## src/rtl/screen_state_mux.sv

```systemverilog
// ---------------------------------------------------------------------------
// screen_state_mux
//
// Top-level screen sequencer and final pixel mux. Tracks the game phase
// (START / GAME / GAME_OVER) from the start key and the game-lost events,
// and drives the registered pixel output toward the VGA controller.
//
// The three layers are selected as follows:
//   START     : start screen over background
//   GAME      : game objects over background
//   GAME_OVER : game-over text over the frozen game, over background
//
// Ports:
//   clk                    pixel clock
//   resetN                 asynchronous active-low reset
//   startOfFrame           one-cycle pulse once per frame
//   startKey               raw start key level (asynchronous to clk)
//   playerDead             one-cycle pulse, game lost
//   invadersReachedBottom  one-cycle pulse, game lost
//   startScreenDR/RGB      start screen drawing request / pixel
//   gameDR/RGB             in-game objects drawing request / pixel
//   gameOverDR/RGB         game-over text drawing request / pixel
//   backgroundRGB          background pixel
//   RGBOut                 registered final pixel
//   gameResetN             active-low reset for game logic, low outside GAME
//   gameActive             1 while in GAME
//   screenState            phase: 00 START, 01 GAME, 10 GAME_OVER
//                          (registered copy of the state, usable as a debug
//                          view of the FSM)
// ---------------------------------------------------------------------------
module screen_state_mux #(
  parameter int START_LOCKOUT_FRAMES = 30,
  parameter int GAME_OVER_FRAMES     = 180
) (
  input  logic       clk,
  input  logic       resetN,
  input  logic       startOfFrame,
  input  logic       startKey,
  input  logic       playerDead,
  input  logic       invadersReachedBottom,
  input  logic       startScreenDR,
  input  logic [7:0] startScreenRGB,
  input  logic       gameDR,
  input  logic [7:0] gameRGB,
  input  logic       gameOverDR,
  input  logic [7:0] gameOverRGB,
  input  logic [7:0] backgroundRGB,
  output logic [7:0] RGBOut,
  output logic       gameResetN,
  output logic       gameActive,
  output logic [1:0] screenState
);

  typedef enum logic [1:0] {
    S_START = 2'b00,
    S_GAME  = 2'b01,
    S_OVER  = 2'b10
  } state_t;

  localparam logic [7:0] LOCKOUT   = 8'(START_LOCKOUT_FRAMES);
  localparam logic [7:0] OVER_LAST = 8'(GAME_OVER_FRAMES - 1);

  state_t     state;
  state_t     nextState;
  logic [7:0] frameCnt;
  logic       keySync1;
  logic       keySync2;
  logic       keyPrev;
  logic       keyRise;
  logic       gameLost;
  logic [7:0] pixelNext;

  // A held key gives a single rise because keyPrev follows the synced level.
  assign keyRise  = keySync2 & ~keyPrev;
  assign gameLost = playerDead | invadersReachedBottom;

  // Next-state decision. Events that are irrelevant to a phase are simply
  // not looked at there; a key press during lockout is dropped, not queued.
  always_comb begin
    nextState = state;
    case (state)
      S_START: begin
        if (keyRise && (frameCnt >= LOCKOUT)) nextState = S_GAME;
      end
      S_GAME: begin
        if (gameLost) nextState = S_OVER;
      end
      S_OVER: begin
        if (startOfFrame && (frameCnt == OVER_LAST)) nextState = S_START;
      end
      default: nextState = S_START;
    endcase
  end

  // Pixel selection follows the current state, not the next one, so a
  // mid-frame transition switches layers one cycle after the state edge.
  always_comb begin
    pixelNext = 8'h00;
    case (state)
      S_START: pixelNext = startScreenDR ? startScreenRGB : backgroundRGB;
      S_GAME:  pixelNext = gameDR ? gameRGB : backgroundRGB;
      S_OVER: begin
        if (gameOverDR)  pixelNext = gameOverRGB;
        else if (gameDR) pixelNext = gameRGB;
        else             pixelNext = backgroundRGB;
      end
      default: pixelNext = 8'h00;
    endcase
  end

  always_ff @(posedge clk or negedge resetN) begin
    if (!resetN) begin
      state       <= S_START;
      frameCnt    <= 8'd0;
      keySync1    <= 1'b0;
      keySync2    <= 1'b0;
      keyPrev     <= 1'b0;
      RGBOut      <= 8'h00;
      gameResetN  <= 1'b0;
      gameActive  <= 1'b0;
      screenState <= 2'b00;
    end else begin
      keySync1 <= startKey;
      keySync2 <= keySync1;
      keyPrev  <= keySync2;

      state <= nextState;

      // The frame counter restarts on every phase change so each phase
      // measures its own dwell time; it saturates rather than wrapping.
      if (nextState != state) begin
        frameCnt <= 8'd0;
      end else if (startOfFrame && (frameCnt != 8'hFF)) begin
        frameCnt <= frameCnt + 8'd1;
      end

      // Registered from next-state so the game reset releases on the same
      // edge the state register enters GAME.
      gameActive  <= (nextState == S_GAME);
      gameResetN  <= (nextState == S_GAME);
      screenState <= nextState;

      RGBOut <= pixelNext;
    end
  end

endmodule

```

## config.mk

```make
export PLATFORM = sky130hd
export DESIGN_NAME = screen_state_mux
export DESIGN_NICKNAME = d
export VERILOG_FILES = /design/src/rtl/screen_state_mux.sv
export SDC_FILE = /design/constraint.sdc
export NUM_CORES = 1
export LEC_CHECK = 0
export CORE_ASPECT_RATIO = 1.75
export CORE_UTILIZATION = 40
export DETAILED_ROUTE_END_ITERATION = 7
export PLACE_DENSITY = 0.83
export SLEW_MARGIN = 30
export SYNTH_ARGS = -nofsm -noshare
export SYNTH_HDL_FRONTEND = slang
export SYNTH_SLANG_ARGS = --single-unit
```

## constraint.sdc

```tcl
create_clock -name clk -period 2.1 [get_ports clk]
set_input_delay 0.315 -clock clk [delete_from_list [all_inputs] [get_ports clk]]
set_output_delay 0.315 -clock clk [all_outputs]
set_load 0.005 [all_outputs]
```

Yosys cells after proc, flatten, opt, wreduce, memory -nomap -nowiden

Cells that the tools add are included.

Register bits: 22
Input bits: 41

Add/subtract/negate cells: 1
$lt $le $gt $ge: 1
Eq/ne operators: 6
Mux-type cells: 10
Bitwise logic cells: 3
Reduce and logical (&&, ||, !) cells: 5

Operators by type and width:

| operator                                                              | count |
|---|---|
| 8-bit 2-to-1 mux                                                      | 5 |
| 8-bit case mux with 3 select lines                                    | 1 |
| 8-bit by 1-bit adder with 8-bit output, second input constant         | 1 |
| 8-bit equality test, second input constant                            | 1 |
| 8-bit by 5-bit >= comparator with 1-bit output, second input constant | 1 |
| 8-bit != test, second input constant                                  | 1 |
| 2-bit 2-to-1 mux                                                      | 3 |
| 2-bit case mux with 3 select lines                                    | 1 |
| 2-bit by 1-bit equality test with 1-bit output, second input constant | 2 |
| 1-bit logical AND                                                     | 3 |
| 2-bit equality test, second input constant                            | 1 |
| 2-bit zero test                                                       | 1 |
| 2-bit != test                                                         | 1 |
| 2-bit nonzero test                                                    | 1 |
| 1-bit AND                                                             | 1 |
| 1-bit NOT                                                             | 1 |
| 1-bit OR                                                              | 1 |

Depth between registers and ports, before layout

Gate-level depths: netlist (run 1).

Depth after elaboration: 7
Depth in mapped cells: 6
Depth with buffers taken out: 6

Worst setup path after synthesis (run 1)

Ideal clock, no wire load.

Path type: reg-to-reg
From: register state[0]
To: register frameCnt[7]
Data arrival time: 1.435 ns
Required time: 1.977 ns
Setup slack: 0.542 ns
Cell stages (with the launch flop): 6
Buffers on the path: 1
Period minus slack after synthesis: 1.558 ns
Cells stage by stage: dfrtp_1 > or2_1 > buf_2 > a2111oi_2 > a221o_2 > nor3b_1

Word-level cells in the longest chain between the ends: 4
Elaborated cells between the ends (all ways): 10

Ends and longest elaborated chain:

| what                                                          | RTL line | source |
|---|---|---|
| start, declared                                               | 63       | `state_t state;` |
| start signal, assigned                                        | 127      | `state <= nextState;` |
| 2-bit equality test (tied with other cells)                   | 81       | `case (state)` |
| 2-bit case mux with 3 select lines                            | 81       |  |
| 2-bit != test (*)                                             | 131      | `if (nextState != state) begin` |
| 8-bit 2-to-1 mux / 2-bit nonzero test (equally long branches) | --       |  |
| end signal, assigned                                          | 134      | `frameCnt <= frameCnt + 8'd1;` |
| end, declared                                                 | 65       | `logic [7:0] frameCnt;` |

Mark *: on every way between the ends. The rest lies on a longest branch, timed or not.
A chain may end at the register's enable or synchronous reset.

Worst setup path in the final report (run 1)

From: register state[1]
To: register frameCnt[2]

Same word-level chain as after synthesis.

==> results of run 1 <==
-- worst max-delay path by stage --
| stage | end | slack (ps) | depth (start not counted) |
|---|---|---|---|
| finish | frameCnt[2] | 330 | 4 |
| global placement | frameCnt[7] | 290 | 4 |
| detailed placement | frameCnt[7] | 270 | 4 |
| floorplan | frameCnt[7] | 540 | 5 |
| global route | frameCnt[7] | 210 | 6 |
| CTS | frameCnt[2] | 320 | 4 |
-- critical path: stages (launching register included) --
cell	delay, ps
dfrtp_1	440
or2_1	380
a2111oi_2	480
a221o_2	280
a211oi_1	60
-- cell families after synthesis --
kind of cell             synth area share, %
adder cells (fa/ha/maj)                 2.08
multiplexers                            15.0
AO/OA/AOI/OAI                           14.8
buffers and inverters                   3.84
XOR/XNOR                               0.728
AND/OR/NAND/NOR                         17.9
flip-flops                              45.7
-- area by class of cell --
class | count | area share (%)
Tap cell | 28 | 1.97
Clock buffer | 3 | 2.32
Sequential cell | 22 | 31.0
Timing Repair Buffer | 53 | 29.7
Multi-Input combinational cell | 86 | 34.2
Inverter | 4 | 0.845
-- flip-flops by register name (all words and copies together) (netlist names) --
name,flops
RGBOut,8
frameCnt,8
gameActive,1
keyPrev,1
keySync1,1
keySync2,1
state,2
-- placed cells by master (no fill, tap or decap), types with 2 or more instances in the layout --
cell / Yosys / final
clkbuf_8: 0 / 3
ha_1: 2 / 2
nand4_1: 3 / 3
nand2b_1: 2 / 2
inv_1: 4 / 4
or2_2: 2 / 2
a21oi_1: 2 / 2
nor2_1: 10 / 10
dfrtp_1: 22 / 22
nor2b_1: 2 / 2
mux2i_1: 18 / 18
o221ai_1: 8 / 8
clkdlybuf4s50_1: 0 / 52
nand2_1: 13 / 13
nor3_1: 3 / 3
or3_1: 2 / 2
a211oi_1: 4 / 4
-- power by group through the flow --
stage	combinational (mW)	clock, mW	sequential [mW]
after floorplan	0.393	0	0.676
after global placement	0.682	0	0.695
after detailed placement	0.710	0	0.715
after CTS	0.714	0.259	0.708
after global routing	0.782	0.272	0.732
final	0.706	0.250	0.708
-- metrics by stage --
| step | worst slack [ps] | power [mW] | cells |
|---|---|---|---|
| 2_1_floorplan | 542 | 1.07 | 117 |
| 3_3_place_gp | 293 | 1.38 | 193 |
| 6_report | 332 | 1.66 | 196 |
| 3_5_place_dp | 271 | 1.43 | 193 |
| 5_1_grt | 205 | 1.79 | 196 |
| 4_1_cts | 317 | 1.68 | 196 |
-- routing by layer --
metal,track usage (%),vias to the layer above
met5,0,-
met4,6.25,0
met3,4.13,4
li1,-,534
met2,39.6,59
met1,21.8,509
==> flow_summary.toml, run 1 <==
[sta]
fmax_mhz = 565
rsz0062_at_grt = "no"
hold_violations = 0
finalSetupViolCount = 0
post-route-period-util_pct = 84.2
tightest_slew_ps = 508
period_needed_ps = 1770
fin_hold_ws_ps = 358
fin_tns_setup_ps = 0
maxSlewHeadroom_pct = 66.0
report.final.slew_viol_count = 0
fin_skew_ps = 4.09

[floorplan]
io_pins = 53
die-height_um = 74.6
initial_core_util_pct = 41.6
core-area_um2 = 2900
die_w_um = 43.5
die-area_um2 = 3240
rows = 26

[worst_setup_path]
start_kind = "flop"
rr_endpoint = "frameCnt[2]"
path_max_fanout = 9
crit_type = "reg2reg"
worstSetupEndpointType = "flop"
reg2reg_depth = 4
required_ps = 2230
reg2reg_slack_ps = 330
crit_start = "state[1]"
r2r_start = "state[1]"
worstPathArrival_ps = 1900

[final_layout]
regArea_um2 = 551
drive_gt1_share_pct = 5.36
fillers = 249
synthToLayoutAreaGrowth_pct = 47.6
final_util_pct = 61.4
nets = 213
design_area_um2 = 1780
antenna_cells = 0
multi_input_area_um2 = 607

[power_and_ir_drop]
p_leak_nw = 0.754
swShare_pct = 34.5
p_int_mw = 1.09
power_frac_clock_pct = 15.1
irDropWorstVdd_v = 0.000420
power_frac_comb_pct = 42.4
p_per_area_nw_per_um2 = 937
p_sw_mw = 0.575
p_seq_share_pct = 42.5

[logic_synthesis]
yosysMostFrequentCell = "dfrtp_1"
synth_top_cell_by_area = "dfrtp_1"
synth_area_leaders = "dfrtp_1, mux2i_1, o221ai_1"
synth_ff_type = "dfrtp_1"
synthArstFlopShare_pct = 100
synth_cells = 117
ys_seq_area_share_pct = 45.7
synth-edff-count = 0
yosys-top-cells-count = "dfrtp_1, mux2i_1, nand2_1, nor2_1, o221ai_1"
mappedNetlistArea_um2 = 1200
synth_seq_cells = 22
synth_cell_type_count = 35
syn_area_per_cell_um2 = 10.3
synth_top_area_share_pct = 45.7
syn_nets = 160
ys.warnings.count = 0

[routing]
wl_met3_um = 200
wl_per_cell_um = 14.8
drt_pass1_iterations = 6
wl_um = 2900
drtIter0Drc = 28
vias_per_cell = 5.64
wl_met2_um = 1610
route.top_layer_used = "met4"
m1WireLength_um = 1050
ant_nets = 0
drcViolationCount = 2
via_count = 1106

[clock_tree]
cts_hold_buf = 0
cts_root_buffer = "clkbuf_8"
cts_resized = 0
clk_pin_slew_worst_paths_ps = 70
cts_buffers = 3
clock-sinks = 22
cts_setup_buffers = 0
cts-htree-levels = 1
cts_tree = "yes"
clk_path_buf_depth = 2
clk_latency_ps = 250

[run_status]
status = "finished, violations left"
failed_checks = "DRC"

[grt]
first_global_vias = 1210
overflow = 0
grt_pass1_wl_um = 5100
grt_use_total_pct = 20.5
grt_max_degree = 23
antenna_found_initial = 0

[flow_run]
maxCapViolCount = 0

[place]
placed_cell_area_um2 = 1740
gp_congestion = 0.947
port-buffer-count = 52
hpwl_um = 2360

[worst_hold_path]
min_to = "keySync2"
hp-start = "keySync1"
min_path_cells = 0
min_path_type = "reg2reg"
Note: power is estimated with default switching activity, not from simulation.
==> run 2: changes to the inputs <==
Settings changed: CORE_UTILIZATION 40 to 37, PLACE_DENSITY 0.83 to 0.81.
Clock period 2.1 ns to 1.59 ns, I/O delays scaled along.
==> run 2 against run 1 <==
The run ends with setup timing left. First-iteration DRC count shrank 54%. Critical path type unchanged. Clock power grew 58%. Via count grew 11%.
==> flow_summary.toml, run 2 (synthesis results as in run 1) <==
[sta]
finalSetupViolCount = 8
fin_skew_ps = 1.79
fin_tns_setup_ps = -535
post-route-period-util_pct = 105
period_needed_ps = 1670
fin_hold_ws_ps = 322
rsz0062_at_grt = "yes"
fin_ws_ps = -81.5
tightest_slew_ps = 388
hold_violations = 0
maxSlewHeadroom_pct = 73.9
fmax_mhz = 598
report.final.slew_viol_count = 0

[routing]
vias_per_cell = 5.25
via_count = 1224
wl_per_cell_um = 14.1
drcViolationCount = 0
drt_pass1_iterations = 4
wl_um = 3290
ant_nets = 0
drtIter0Drc = 13

[worst_setup_path]
crit_start = "frameCnt[6]"
reg2reg_slack_ps = -80
worstSetupEndpointType = "flop"
path_max_fanout = 8
rr_endpoint = "frameCnt[7]"
required_ps = 1740
r2r_start = "frameCnt[6]"
reg2reg_depth = 4
cp-endpoint = "frameCnt[7]"
worstPathCellList = "or4b_1, nor3_2, a221o_2, nor3b_2"
worstPathArrival_ps = 1820
start_kind = "flop"
crit_type = "reg2reg"
slowest_stage = "or4b_1"
slowest_delay_ps = 500

[final_layout]
drive_gt1_share_pct = 21.6
synthToLayoutAreaGrowth_pct = 69.5
final_cells = 233
reg.largest.list = "RGBOut: 8 flops, frameCnt: 8 flops, state: 2 flops"
final_common_cell = "clkdlybuf4s50_1"
fillers = 264
final_cell_mix = "clkdlybuf4s50_1, buf_4, dfrtp_1"
antenna_cells = 0
nets = 234
final_util_pct = 65.7

[clock_tree]
cts_hold_buf = 0
clk_latency_ps = 260
clock-sinks = 22
cts_buffers = 3
cts_root_buffer = "clkbuf_8"
cts_tree = "yes"
clk_pin_slew_worst_paths_ps = 80
cts-htree-levels = 1
clk_path_buf_depth = 2

[place]
dp_slack_ps = -259
placed_cells = 226
hpwl_um = 2630
port-buffer-count = 52
gp_congestion = 0.897

[run_status]
status = "finished, violations left"
failed_checks = "setup timing"

[flow_run]
maxCapViolCount = 0

[floorplan]
die_w_um = 45.1
initial_core_util_pct = 38.7
core-area_um2 = 3110
rows = 27
die-height_um = 77.5
die-area_um2 = 3490
io_pins = 53

[grt]
first_global_vias = 1300
antenna_found_initial = 0
grt_pass1_wl_um = 5600
grt_use_total_pct = 21.1
grt_max_degree = 23
overflow = 0

[power_and_ir_drop]
p_per_area_nw_per_um2 = 1300
p_leak_nw = 0.866
irDropWorstVdd_v = 0.000701

[worst_hold_path]
min_path_type = "in2async"
-- run 2: changes by cell type in the layout (fill, tap and decap cells not counted), sizes merged --
| cell | change |
|---|---|
| buf | +21 |
| clkbuf | +1 |
-- run 2: through the flow --
step | cell area [µm²] | total power, mW
4_1_cts | 2030 | 2.62
3_5_place_dp | 1890 | 2.07
3_3_place_gp | 1890 | 2.01
5_1_grt | 2040 | 2.81
6_report | 2040 | 2.64
2_1_floorplan | 1200 | 1.41
-- run 2: where the power goes --
part | internal [mW] | switching, mW | leakage [nW]
logic | 0.756 | 0.591 | 0.566
registers | 0.760 | 0.142 | 0.271
clock network | 0.221 | 0.173 | 0.0288
total | 1.74 | 0.907 | 0.866
-- run 2: what timing repair did --
item | 4_1_cts | 5_1_grt
buffers inserted | 3 | 1
resized for setup | 12 | 3
setup endpoints to repair | 8 | 10
gates cloned | 0 | 0
pin swaps | 6 | 3
-- run 2: final cells by class --
type,count,area [µm²],share of cell area (%)
Multi-Input combinational cell,86,679,33.3
Clock buffer,4,55.1,2.70
Inverter,4,15.0,0.736
Timing Repair Buffer,74,686,33.6
Tap cell,43,53.8,2.64
Sequential cell,22,552,27.0
-- run 2: metal layers --
metal  global-route usage, %  part of all wire, %  vias to the layer above
met5                       0                    0                        -
met4                    6.36                  2.4                        0
met3                    6.05                  6.9                        9
met2                    37.5                   56                       54
met1                    22.7                   34                      583
li1                        -                    -                      578
-- run 2: worst min-delay path by stage --
stage,from,depth (start not counted),endpoint
after CTS,resetN,2,frameCnt[2]
after global routing,resetN,2,frameCnt[2]
final,resetN,2,frameCnt[2]
after global placement,keySync1,0,keySync2
after floorplan,resetN,0,RGBOut[0]
after detailed placement,keySync1,0,keySync2
-- run 2: worst max-delay path: cells and delay by family, from the launching register on --
family / cells / cell delay, ps
flip-flops: 1 / 430
AO/OA/AOI/OAI: 1 / 340
AND/OR/NAND/NOR: 3 / 780
